### src/rtl/udp_tx_pkg.sv
// Shared definitions for the UDP transmit scheduler: FSM encoding,
// protocol header sizes and the IP total-length helper.
package udp_tx_pkg;

    typedef enum logic [2:0] {
        ST_IDLE  = 3'd0,
        ST_CHECK = 3'd1,
        ST_LOAD  = 3'd2,
        ST_START = 3'd3,
        ST_BUSY  = 3'd4,
        ST_GAP   = 3'd5
    } state_t;

    localparam int IP_HDR_LEN      = 20;
    localparam int UDP_HDR_LEN     = 8;
    localparam int DEF_MAX_PAYLOAD = 1472;

    // IP total length covers the IP header, the UDP header and the payload.
    function automatic logic [15:0] ip_total_len(input logic [15:0] udp_len);
        return udp_len + 16'(IP_HDR_LEN + UDP_HDR_LEN);
    endfunction

endpackage

### src/rtl/udp_tx_scheduler_rr_arbiter.sv
// Combinational round-robin arbiter: picks the first requester at or after
// the pointer, wrapping around. Also used by the receive-side dispatcher.
module rr_arbiter #(
    parameter int NUM_CH = 4
) (
    input  logic [NUM_CH-1:0]         req_i,
    input  logic [$clog2(NUM_CH)-1:0] ptr_i,
    output logic [NUM_CH-1:0]         grant_o,
    output logic [$clog2(NUM_CH)-1:0] idx_o,
    output logic                      valid_o
);

    localparam int IDX_W = $clog2(NUM_CH);

    int               pos;
    logic [IDX_W-1:0] pos_idx;

    // Scan the channels starting at the pointer; the first requester wins.
    always_comb begin
        grant_o = '0;
        idx_o   = '0;
        valid_o = 1'b0;
        pos     = 0;
        pos_idx = '0;
        for (int k = 0; k < NUM_CH; k++) begin
            pos = int'(ptr_i) + k;
            if (pos >= NUM_CH) begin
                pos = pos - NUM_CH;
            end
            pos_idx = IDX_W'(pos);
            if (!valid_o && req_i[pos_idx]) begin
                valid_o          = 1'b1;
                grant_o[pos_idx] = 1'b1;
                idx_o            = pos_idx;
            end
        end
    end

endmodule

### src/rtl/udp_tx_scheduler.sv
// Round-robin scheduler sharing one UDP/IP/MAC frame transmitter between
// NUM_CH payload sources. Validates the length, latches the frame header
// parameters, starts the transmitter, routes payload reads to the owner
// and enforces the inter-frame gap. A watchdog flags a hung transmitter.
module udp_tx_scheduler
    import udp_tx_pkg::*;
#(
    parameter int          NUM_CH      = 4,
    parameter int          IFG_CYCLES  = 12,
    parameter int          MAX_PAYLOAD = DEF_MAX_PAYLOAD,
    parameter int          TIMEOUT     = 4096,
    parameter logic [15:0] ID_INIT     = 16'h0000
) (
    input  logic                 clk,
    input  logic                 rst,
    input  logic [NUM_CH-1:0]    ch_req,
    input  logic [16*NUM_CH-1:0] ch_len,
    input  logic [16*NUM_CH-1:0] ch_src_port,
    input  logic [16*NUM_CH-1:0] ch_dst_port,
    input  logic [16*NUM_CH-1:0] ch_data_chksum,
    input  logic [32*NUM_CH-1:0] ch_data,
    output logic [NUM_CH-1:0]    ch_data_rd,
    output logic [NUM_CH-1:0]    ch_grant,
    output logic [NUM_CH-1:0]    ch_done,
    output logic                 ch_err,
    output logic                 tx_start,
    output logic [15:0]          tx_udp_data_length,
    output logic [15:0]          tx_udp_src_port,
    output logic [15:0]          tx_udp_dst_port,
    output logic [15:0]          tx_udp_data_chksum,
    output logic [15:0]          tx_ip_total_len,
    output logic [15:0]          tx_ip_id,
    output logic [31:0]          tx_data_in,
    input  logic                 tx_data_in_rd,
    input  logic                 tx_eop,
    output logic                 busy,
    output logic                 timeout_err
);

    localparam int IDX_W = $clog2(NUM_CH);
    localparam int WD_W  = $clog2(TIMEOUT + 1);
    localparam int GAP_W = (IFG_CYCLES > 1) ? $clog2(IFG_CYCLES) : 1;

    // Watchdog fires on the TIMEOUT-th BUSY clock without tx_eop and then
    // saturates so the counter never wraps into a second event.
    localparam logic [WD_W-1:0]  WD_LAST  = WD_W'(TIMEOUT - 1);
    localparam logic [WD_W-1:0]  WD_MAX   = WD_W'(TIMEOUT);
    // A zero gap still spends one cycle in GAP.
    localparam logic [GAP_W-1:0] GAP_LAST = GAP_W'((IFG_CYCLES > 1) ? IFG_CYCLES - 1 : 0);

    state_t              state_q, state_d;
    logic [IDX_W-1:0]    win_q, win_d;
    logic [NUM_CH-1:0]   win_oh_q, win_oh_d;
    logic [IDX_W-1:0]    rr_q, rr_d;
    logic [NUM_CH-1:0]   grant_q, grant_d;
    logic [15:0]         len_q, len_d;
    logic [15:0]         src_q, src_d;
    logic [15:0]         dst_q, dst_d;
    logic [15:0]         csum_q, csum_d;
    logic [15:0]         total_q, total_d;
    logic [15:0]         id_q, id_d;
    logic [WD_W-1:0]     wd_q, wd_d;
    logic [GAP_W-1:0]    gap_q, gap_d;
    logic                tmo_q, tmo_d;

    logic [NUM_CH-1:0]   arb_grant;
    logic [IDX_W-1:0]    arb_idx;
    logic                arb_valid;

    logic [15:0]         sel_len;
    logic [15:0]         sel_src;
    logic [15:0]         sel_dst;
    logic [15:0]         sel_csum;
    logic [31:0]         sel_data;
    logic                too_long;
    logic [IDX_W-1:0]    win_next;

    rr_arbiter #(
        .NUM_CH (NUM_CH)
    ) u_arb (
        .req_i   (ch_req),
        .ptr_i   (rr_q),
        .grant_o (arb_grant),
        .idx_o   (arb_idx),
        .valid_o (arb_valid)
    );

    // Per-channel fields of the current winner.
    assign sel_len  = ch_len[16*int'(win_q) +: 16];
    assign sel_src  = ch_src_port[16*int'(win_q) +: 16];
    assign sel_dst  = ch_dst_port[16*int'(win_q) +: 16];
    assign sel_csum = ch_data_chksum[16*int'(win_q) +: 16];
    assign sel_data = ch_data[32*int'(win_q) +: 32];

    assign too_long = {16'd0, sel_len} > 32'(MAX_PAYLOAD);
    assign win_next = (int'(win_q) == NUM_CH - 1) ? '0 : win_q + 1'b1;

    // State and datapath registers; reset returns everything to idle values.
    always_ff @(posedge clk) begin
        if (rst) begin
            state_q  <= ST_IDLE;
            win_q    <= '0;
            win_oh_q <= '0;
            rr_q     <= '0;
            grant_q  <= '0;
            len_q    <= '0;
            src_q    <= '0;
            dst_q    <= '0;
            csum_q   <= '0;
            total_q  <= '0;
            id_q     <= ID_INIT;
            wd_q     <= '0;
            gap_q    <= '0;
            tmo_q    <= 1'b0;
        end else begin
            state_q  <= state_d;
            win_q    <= win_d;
            win_oh_q <= win_oh_d;
            rr_q     <= rr_d;
            grant_q  <= grant_d;
            len_q    <= len_d;
            src_q    <= src_d;
            dst_q    <= dst_d;
            csum_q   <= csum_d;
            total_q  <= total_d;
            id_q     <= id_d;
            wd_q     <= wd_d;
            gap_q    <= gap_d;
            tmo_q    <= tmo_d;
        end
    end

    // Frame sequencing: next state, register updates and per-cycle strobes.
    always_comb begin
        state_d    = state_q;
        win_d      = win_q;
        win_oh_d   = win_oh_q;
        rr_d       = rr_q;
        grant_d    = grant_q;
        len_d      = len_q;
        src_d      = src_q;
        dst_d      = dst_q;
        csum_d     = csum_q;
        total_d    = total_q;
        id_d       = id_q;
        wd_d       = wd_q;
        gap_d      = gap_q;
        tmo_d      = tmo_q;
        ch_done    = '0;
        ch_err     = 1'b0;
        tx_start   = 1'b0;
        ch_data_rd = '0;

        case (state_q)
            ST_IDLE: begin
                if (arb_valid) begin
                    win_d    = arb_idx;
                    win_oh_d = arb_grant;
                    state_d  = ST_CHECK;
                end
            end

            ST_CHECK: begin
                if (too_long) begin
                    // Oversized frame: tell the source and move on without
                    // ever touching the transmitter.
                    ch_done = win_oh_q;
                    ch_err  = 1'b1;
                    rr_d    = win_next;
                    gap_d   = '0;
                    state_d = ST_GAP;
                end else begin
                    len_d   = sel_len;
                    src_d   = sel_src;
                    dst_d   = sel_dst;
                    csum_d  = sel_csum;
                    total_d = ip_total_len(sel_len);
                    grant_d = win_oh_q;
                    state_d = ST_LOAD;
                end
            end

            // Parameters settle for a full cycle before the start pulse.
            ST_LOAD: begin
                state_d = ST_START;
            end

            ST_START: begin
                tx_start = 1'b1;
                wd_d     = '0;
                state_d  = ST_BUSY;
            end

            ST_BUSY: begin
                ch_data_rd = tx_data_in_rd ? win_oh_q : '0;
                if (tx_eop) begin
                    ch_done = win_oh_q;
                    grant_d = '0;
                    id_d    = id_q + 16'd1;
                    rr_d    = win_next;
                    gap_d   = '0;
                    state_d = ST_GAP;
                end else begin
                    // The transmitter cannot be aborted; only flag the hang.
                    if (wd_q == WD_LAST) begin
                        tmo_d = 1'b1;
                    end
                    if (wd_q != WD_MAX) begin
                        wd_d = wd_q + 1'b1;
                    end
                end
            end

            ST_GAP: begin
                if (gap_q == GAP_LAST) begin
                    state_d = ST_IDLE;
                end else begin
                    gap_d = gap_q + 1'b1;
                end
            end

            default: begin
                state_d = ST_IDLE;
            end
        endcase
    end

    assign ch_grant           = grant_q;
    assign tx_udp_data_length = len_q;
    assign tx_udp_src_port    = src_q;
    assign tx_udp_dst_port    = dst_q;
    assign tx_udp_data_chksum = csum_q;
    assign tx_ip_total_len    = total_q;
    assign tx_ip_id           = id_q;
    assign tx_data_in         = (grant_q != '0) ? sel_data : 32'd0;
    assign busy               = (state_q != ST_IDLE);
    assign timeout_err        = tmo_q;

endmodule

### config.mk
export PLATFORM = sky130hd
export DESIGN_NAME = udp_tx_scheduler
export DESIGN_NICKNAME = d
export VERILOG_FILES = /design/src/rtl/udp_tx_pkg.sv /design/src/rtl/udp_tx_scheduler_rr_arbiter.sv /design/src/rtl/udp_tx_scheduler.sv
export SDC_FILE = /design/constraint.sdc
export NUM_CORES = 1
export LEC_CHECK = 0
export CORE_AREA = 2 2 209 211
export CTS_CLUSTER_DIAMETER = 120
export DETAILED_ROUTE_END_ITERATION = 7
export DIE_AREA = 0 0 211 213
export SYNTH_ARGS = -nofsm -noshare
export SYNTH_HDL_FRONTEND = slang
export SYNTH_HIERARCHICAL = 1
export SYNTH_SLANG_ARGS = --single-unit
export TNS_END_PERCENT = 50
### constraint.sdc
create_clock -name clk -period 3.1 [get_ports clk]
set_clock_uncertainty 0.1 [all_clocks]
set_input_delay 0.31 -clock clk [delete_from_list [all_inputs] [get_ports clk]]
set_output_delay 0.31 -clock clk [all_outputs]
set_load 0.03 [all_outputs]
## Word-level counts from Yosys, hierarchy flattened

Index checks and enable logic that the tools add are counted.

| storage, ports and cells | value |
|---|---|
| register bits after elaboration | 129 |
| bits of input ports | 392 |
| output and inout port bits | 144 |
| logic and storage cells | 150 |

| operators by class | value |
|---|---|
| add/sub/neg operators | 12 |
| $lt $le $gt $ge | 13 |
| equal/unequal tests | 17 |
| shifts and indexed selects | 5 |
| multiplexer cells | 59 |
| bitwise operators | 5 |
| reduce and logical (&&, ||, !) cells | 25 |

Operators by type and width:

| kind | count |
|---|---|
| 64-bit by 7-bit indexed part select with 16-bit output | 4 |
| 128-bit by 8-bit indexed part select with 32-bit output | 1 |
| 4-bit 2-to-1 mux | 12 |
| 32-bit 2-to-1 mux | 1 |
| 13-bit 2-to-1 mux | 2 |
| 13-bit one-hot mux with 2 select lines | 1 |
| 2-bit 2-to-1 mux | 11 |
| 3-bit one-hot mux with 6 select lines | 1 |
| 16-bit by 1-bit adder with 16-bit output, second input constant | 1 |
| 16-bit by 5-bit adder with 16-bit output, second input constant | 1 |
| 16-bit by 11-bit > comparator with 1-bit output, second input constant | 1 |
| 2-bit != test, second input constant | 8 |
| 4-bit one-hot mux with 2 select lines | 2 |
| 1-bit 2-to-1 mux | 15 |
| 3-bit AND reduction | 5 |
| 13-bit by 1-bit adder with 13-bit output, second input constant | 1 |
| 13-bit by 12-bit == test with 1-bit output, second input constant | 1 |
| 13-bit != test, second input constant | 1 |
| 2-bit by 3-bit less-than comparator with 1-bit output, second input constant | 4 |
| 3-bit 2-to-1 mux | 4 |
| 4-bit OR | 3 |
| 4-bit one-hot mux with 3 select lines | 1 |
| 3-bit >= comparator, second input constant | 3 |
| 1-bit binary-select mux with 2-bit select | 4 |
| other kinds (23) | 48 |

## Logic depth before layout (Yosys ltp)

| logic depth | value |
|---|---|
| depth after elaboration | 16 |
| gate-level depth with buffers | 15 |
| mapped depth without buffers | 10 |

## By module

Netlist, hierarchy kept.

By module, submodules not included:

| module | times used | cells each | area an instance (sq um) | sequential area each (sq um) |
|---|---|---|---|---|
| udp_tx_scheduler | 1 | 763 | 7,726.2 | 2,542.4 |
| rr_arbiter | 1 | 45 | 421.7 | 0.0 |

## Least setup slack after synthesis

OpenSTA, ideal clock, no wires.

| timing | value |
|---|---|
| path type | reg-to-output |
| start point | reg win_q[1] |
| end point | out ch_done[0] |
| arrival | 2.975 ns |
| required time | 2.690 ns |
| slack | -0.285 ns |
| stages on the path, launching flop included | 13 |
| path buffers | 3 |
| cell sequence | dfxtp_1 buf_4 buf_4 clkbuf_1 mux4_2 inv_1 ha_1 nor2b_1 a2bb2o_1 a31o_1 a31oi_4 nor2_1 nor2b_1 |

| on the way | value |
|---|---|
| cells in the longest elaborated chain, start to end | 4 |

Ends and longest elaborated chain:

| element | line | RTL |
|---|---|---|
| from (decl) | udp_tx_scheduler.sv:52 | `logic [IDX_W-1:0] win_q, win_d;` |
| from (signal assigned) | udp_tx_scheduler.sv:117 | `win_q <= win_d;` |
| 64-bit by 7-bit indexed part select with 16-bit output | udp_tx_scheduler.sv:89 | `assign sel_len = ch_len[16*int'(win_q) +: 16];` |
| 16-bit by 11-bit > comparator with 1-bit output | udp_tx_scheduler.sv:95 | `assign too_long = {16'd0, sel_len} > 32'(MAX_PAYLOAD);` |
| 4-bit 2-to-1 mux | udp_tx_scheduler.sv:164 | `if (too_long) begin` |
| 4-bit one-hot mux with 2 select lines | udp_tx_scheduler.sv:154 | `case (state_q)` |
| to (decl) | udp_tx_scheduler.sv:24 | `output logic [NUM_CH-1:0] ch_done,` |

No other way between the ends.

## Worst setup path after layout

| timing | value |
|---|---|
| start point | reg win_q[0] |
| end point | out ch_done[3] |

The elaborated chain is that of the path after synthesis.

==> PnR_summary.wiki <==
{| class="wikitable"
! Metric !! Value
|-
| Result of the run || complete, no violations
|-
| Global route overflow || 0
|-
| Die boundary height || 213 um
|-
| ANT nets after route || 0
|-
| IR Drop Worst-Case VDD || 388 uV
|-
| Placed cell area || 14200 um^2
|-
| List of cells traversed by the critical path || mux4_2 > inv_2 > ha_4 > nand2_2 > a2bb2o_4 > a31o_1 > a31oi_4 > nor2_2 > buf_12 > nor2b_4 > buf_6
|-
| Layout Nets || 1748
|-
| Fraction of power spent switching nets || 36.4%
|-
| Worst-skew pair later-pin latency || 0.42 ns
|-
| Clock period minus worst slack || 3.10 ns
|-
| Mean number of vias per cell || 4.60
|-
| Post-route insts no fill || 1906
|-
| Routed wire length || 41600 um
|-
| Share of cells above drive strength 1 || 16.4%
|-
| Die width || 211 um
|-
| Total power density per cell area || 576 nW/um^2
|-
| Number of rows in the core area || 76
|-
| Starting density of the core || 19.1%
|-
| Kind of end point of the critical path || output port
|-
| Class of the most critical setup path || flop to output port
|-
| Pin count of the biggest net entering global routing || 74
|-
| Length of the first detailed-routing pass in iterations || 5
|-
| Number of top-level design ports || 536
|-
| Largest buffer count on any clock path || 2
|-
| First-iteration detailed-routing DRC count || 555
|-
| Cell family contributing the most delay on the critical path || multiplexers
|-
| Max transition margin || 42.1%
|-
| Total via count after detailed routing || 8772
|-
| Synthesized flop and latch total || 127
|-
| Post-detail-place hpwl || 35000 um
|-
| Async set-reset flop share out of synthesis || 0%
|-
| Number of hold violations in the final report || 0
|-
| Residual DRC count || 0
|-
| Portion of total power attributed to combinational logic || 52.2%
|-
| Fin area || 15000 um^2
|-
| Number of antenna violations at the first check in global routing || 12
|-
| Power share of the clock group || 25.4%
|-
| Fill cell instance count of the final layout || 4297
|-
| Number of distinct library cells after synthesis || 60
|-
| Logic depth of the worst register-to-register path || 18
|-
| Worst Tran Pin Value || 0.869 ns
|-
| End of the worst register-to-register path || tx_ip_total_len[8]$_SDFFE_PP0P_
|-
| Count of flip-flops with a built-in enable after synthesis || 0
|-
| Part of the cycle the worst path needs || 99.9%
|-
| Power Internal || 5.52 mW
|-
| Most frequent cells in the layout || sky130_fd_sc_hd__clkdlybuf4s50_1, sky130_fd_sc_hd__dfxtp_1, sky130_fd_sc_hd__mux4_2
|-
| Critical path capture point || ch_done[3]
|-
| Wire length of the first global-routing pass || 58000 um
|-
| Share of the core filled with cells || 35.2%
|-
| Reg clk slew, reported paths || 0.06 ns
|-
| Gpl congestion || 0.887
|-
| Avg Cell Area, Syn || 10.1 um^2
|-
| Number of violations of the max-capacitance limit || 0
|-
| Count of buffers from port buffering || 535
|-
| Post-Syn Area || 8150 um^2
|-
| WL per Instance || 21.8 um
|-
| Arrival time of data at the critical path endpoint || 2.69 ns
|-
| Reg power frac || 22.4%
|-
| Leakage power of the design || 5.34 nW
|-
| Register area share after synthesis || 31.2%
|-
| Switching pwr || 3.15 mW
|-
| Worst setup SP type || flop
|-
| Maximum fanout count along the critical path || 5
|-
| Die area || 44900 um^2
|-
| Std-Cell Core Area || 42700 um^2
|-
| Number of global-route vias before repair || 8940
|-
| Gate count after technology mapping || 808
|-
| Htree depth || 4
|-
| Area Overhead vs Synth || 84.6%
|-
| Clock root buffer || sky130_fd_sc_hd__clkbuf_16
|-
| FF-to-FF setup slack || 0.01 ns
|-
| Most used flip-flop cell after synthesis || sky130_fd_sc_hd__dfxtp_1
|-
| Total clock sinks || 127
|-
| Hold WC Path Type || flop to flop
|-
| Slew Limit Fails || 0
|-
| Crit path required time || 2.69 ns
|-
| Number of failing setup endpoints in the final timing report || 0
|-
| Post-Syn Nets || 1212
|-
| Inserted Clock Buffers || 17
|-
| Total placed cells including tap cells || 1859
|-
| Warnings, synthesis || 6
|-
| Master of the slowest instance on the critical path || sky130_fd_sc_hd__mux4_2
|-
| Critical path depth || 11
|-
| Worst path max stage delay || 0.59 ns
|-
| Unrepaired setup endpoints after global routing || true
|-
| CTS tree || yes
|-
| Maximum clock frequency || 323 MHz
|-
| Most common library cell in the layout ignoring fill and taps || sky130_fd_sc_hd__clkdlybuf4s50_1
|-
| Total buffers and inverters traversed by the critical path || 3
|-
| CP startpoint || win_q[0]$_SDFFE_PP0P_
|-
| GR Util All Layers || 17.9%
|-
| Startpoint of the worst-slack reg-to-reg timing path || win_q[0]$_SDFFE_PP0P_
|-
| Minimum hold slack || 0.357 ns
|}
-- sequential cells by signal, summed over array words and instances (netlist names) --
register and cells:
ch_grant 4, gap_q 4, rr_q 2, state_q 3
timeout_err 1, tx_ip_id 16, tx_ip_total_len 14, tx_udp_data_chksum 16
tx_udp_data_length 16, tx_udp_dst_port 16, tx_udp_src_port 16, wd_q 13
win_oh_q 4, win_q 2
-- worst register-to-register path: cells and delay by family (launching register included) --
family                   cells  cell delay [ns]
XOR/XNOR                     1             0.10
multiplexers                 1             0.42
buffers and inverters       12             1.41
AND/OR/NAND/NOR              1             0.15
adder cells (fa/ha/maj)      1             0.22
flip-flops                   1             0.38
AO/OA/AOI/OAI                2             0.23
-- logic make-up after synthesis --
group | share of synthesized area, %
flops | 31.2
buf+inv | 5.47
mux | 27.7
simple gates | 20.2
xor+xnor | 3.76
fa+ha+maj | 1.84
compound gates | 9.84
-- final cells by class --
type | instances | area [um^2] | share of cell area (%)
clock buffer | 19 | 453 | 3.01
clock inverter | 13 | 186 | 1.24
antenna | 3 | 7.51 | 0.0499
inverter | 19 | 73.8 | 0.491
timing repair buffer | 587 | 5830 | 38.8
tap | 546 | 683 | 4.54
sequential | 127 | 2550 | 17.0
multi-input combinational | 592 | 5260 | 35.0
-- Yosys cell counts, types with 10 or more instances --
cell type	n	share of area, %
sky130_fd_sc_hd__and3_1	26	2.0
sky130_fd_sc_hd__mux4_2	92	25
sky130_fd_sc_hd__o21ai_0	54	3.3
sky130_fd_sc_hd__buf_2	16	0.98
sky130_fd_sc_hd__ha_1	12	1.8
sky130_fd_sc_hd__clkbuf_1	37	1.7
sky130_fd_sc_hd__nand4_1	11	0.84
sky130_fd_sc_hd__inv_1	19	0.88
sky130_fd_sc_hd__nand3_1	64	3.9
sky130_fd_sc_hd__nor2_1	55	2.5
sky130_fd_sc_hd__nor2b_1	39	3.0
sky130_fd_sc_hd__a21oi_1	10	0.61
sky130_fd_sc_hd__dfxtp_1	127	31
sky130_fd_sc_hd__xnor2_1	17	1.8
sky130_fd_sc_hd__xor2_1	18	1.9
sky130_fd_sc_hd__nor3_1	15	0.92
sky130_fd_sc_hd__nand2_1	71	3.3
sky130_fd_sc_hd__mux2i_1	11	1.4
-- how the worst min path moves through the flow --
stage	start	end	slack (ns)	cells past startpoint
after floorplan	wd_q[12]$_SDFFE_PP0P_	wd_q[12]$_SDFFE_PP0P_	0.34	2
after global placement	timeout_err$_SDFFE_PP0P_	timeout_err$_SDFFE_PP0P_	0.34	2
after detailed placement	tx_udp_data_chksum[2]$_SDFFE_PP0P_	tx_udp_data_chksum[2]$_SDFFE_PP0P_	0.35	2
after CTS	rst	state_q[0]$_SDFFE_PP0P_	0.36	3
after global routing	timeout_err$_SDFFE_PP0P_	timeout_err$_SDFFE_PP0P_	0.38	2
final	timeout_err$_SDFFE_PP0P_	timeout_err$_SDFFE_PP0P_	0.36	2
-- power by group through the flow --
stage | combinational [mW] | clock [mW] | sequential [mW]
after detailed placement | 4.38 | 0 | 1.99
after global placement | 4.36 | 0 | 1.99
after CTS | 4.57 | 2.27 | 1.94
final | 4.53 | 2.21 | 1.94
after global routing | 4.84 | 2.34 | 1.96
after floorplan | 2.62 | 0 | 2.07
-- metrics by stage --
step	total power, mW	setup TNS, ns	setup slack, ns
floorplan	4.69	0	0.0532
global placement	6.35	-2.01	-0.112
detailed placement	6.37	-3.91	-0.105
CTS	8.78	-0.122	-0.0311
global route	9.15	-0.527	-0.109
finish	8.67	0	0.00310
-- routing by layer --
layer / part of all wire (%) / wire, um / vias to the layer above / track usage, %
met3: 5.5 / 2290 / 61 / 4.28
met2: 51 / 21000 / 335 / 30.6
li1: - / - / 4104 / -
met4: 3.9 / 1620 / 16 / 7.65
met1: 40 / 16600 / 4256 / 21.4
met5: 0.20 / 85 / - / 0
-- repair_timing --
item                                    4_1_cts  5_1_grt
endpoints found under the setup margin        7       11
pin swaps                                     4        0
hold buffers                                  0        0
setup buffers                                12        0
gates resized for setup                      16        6
Note: power is estimated with default switching activity, not from simulation.
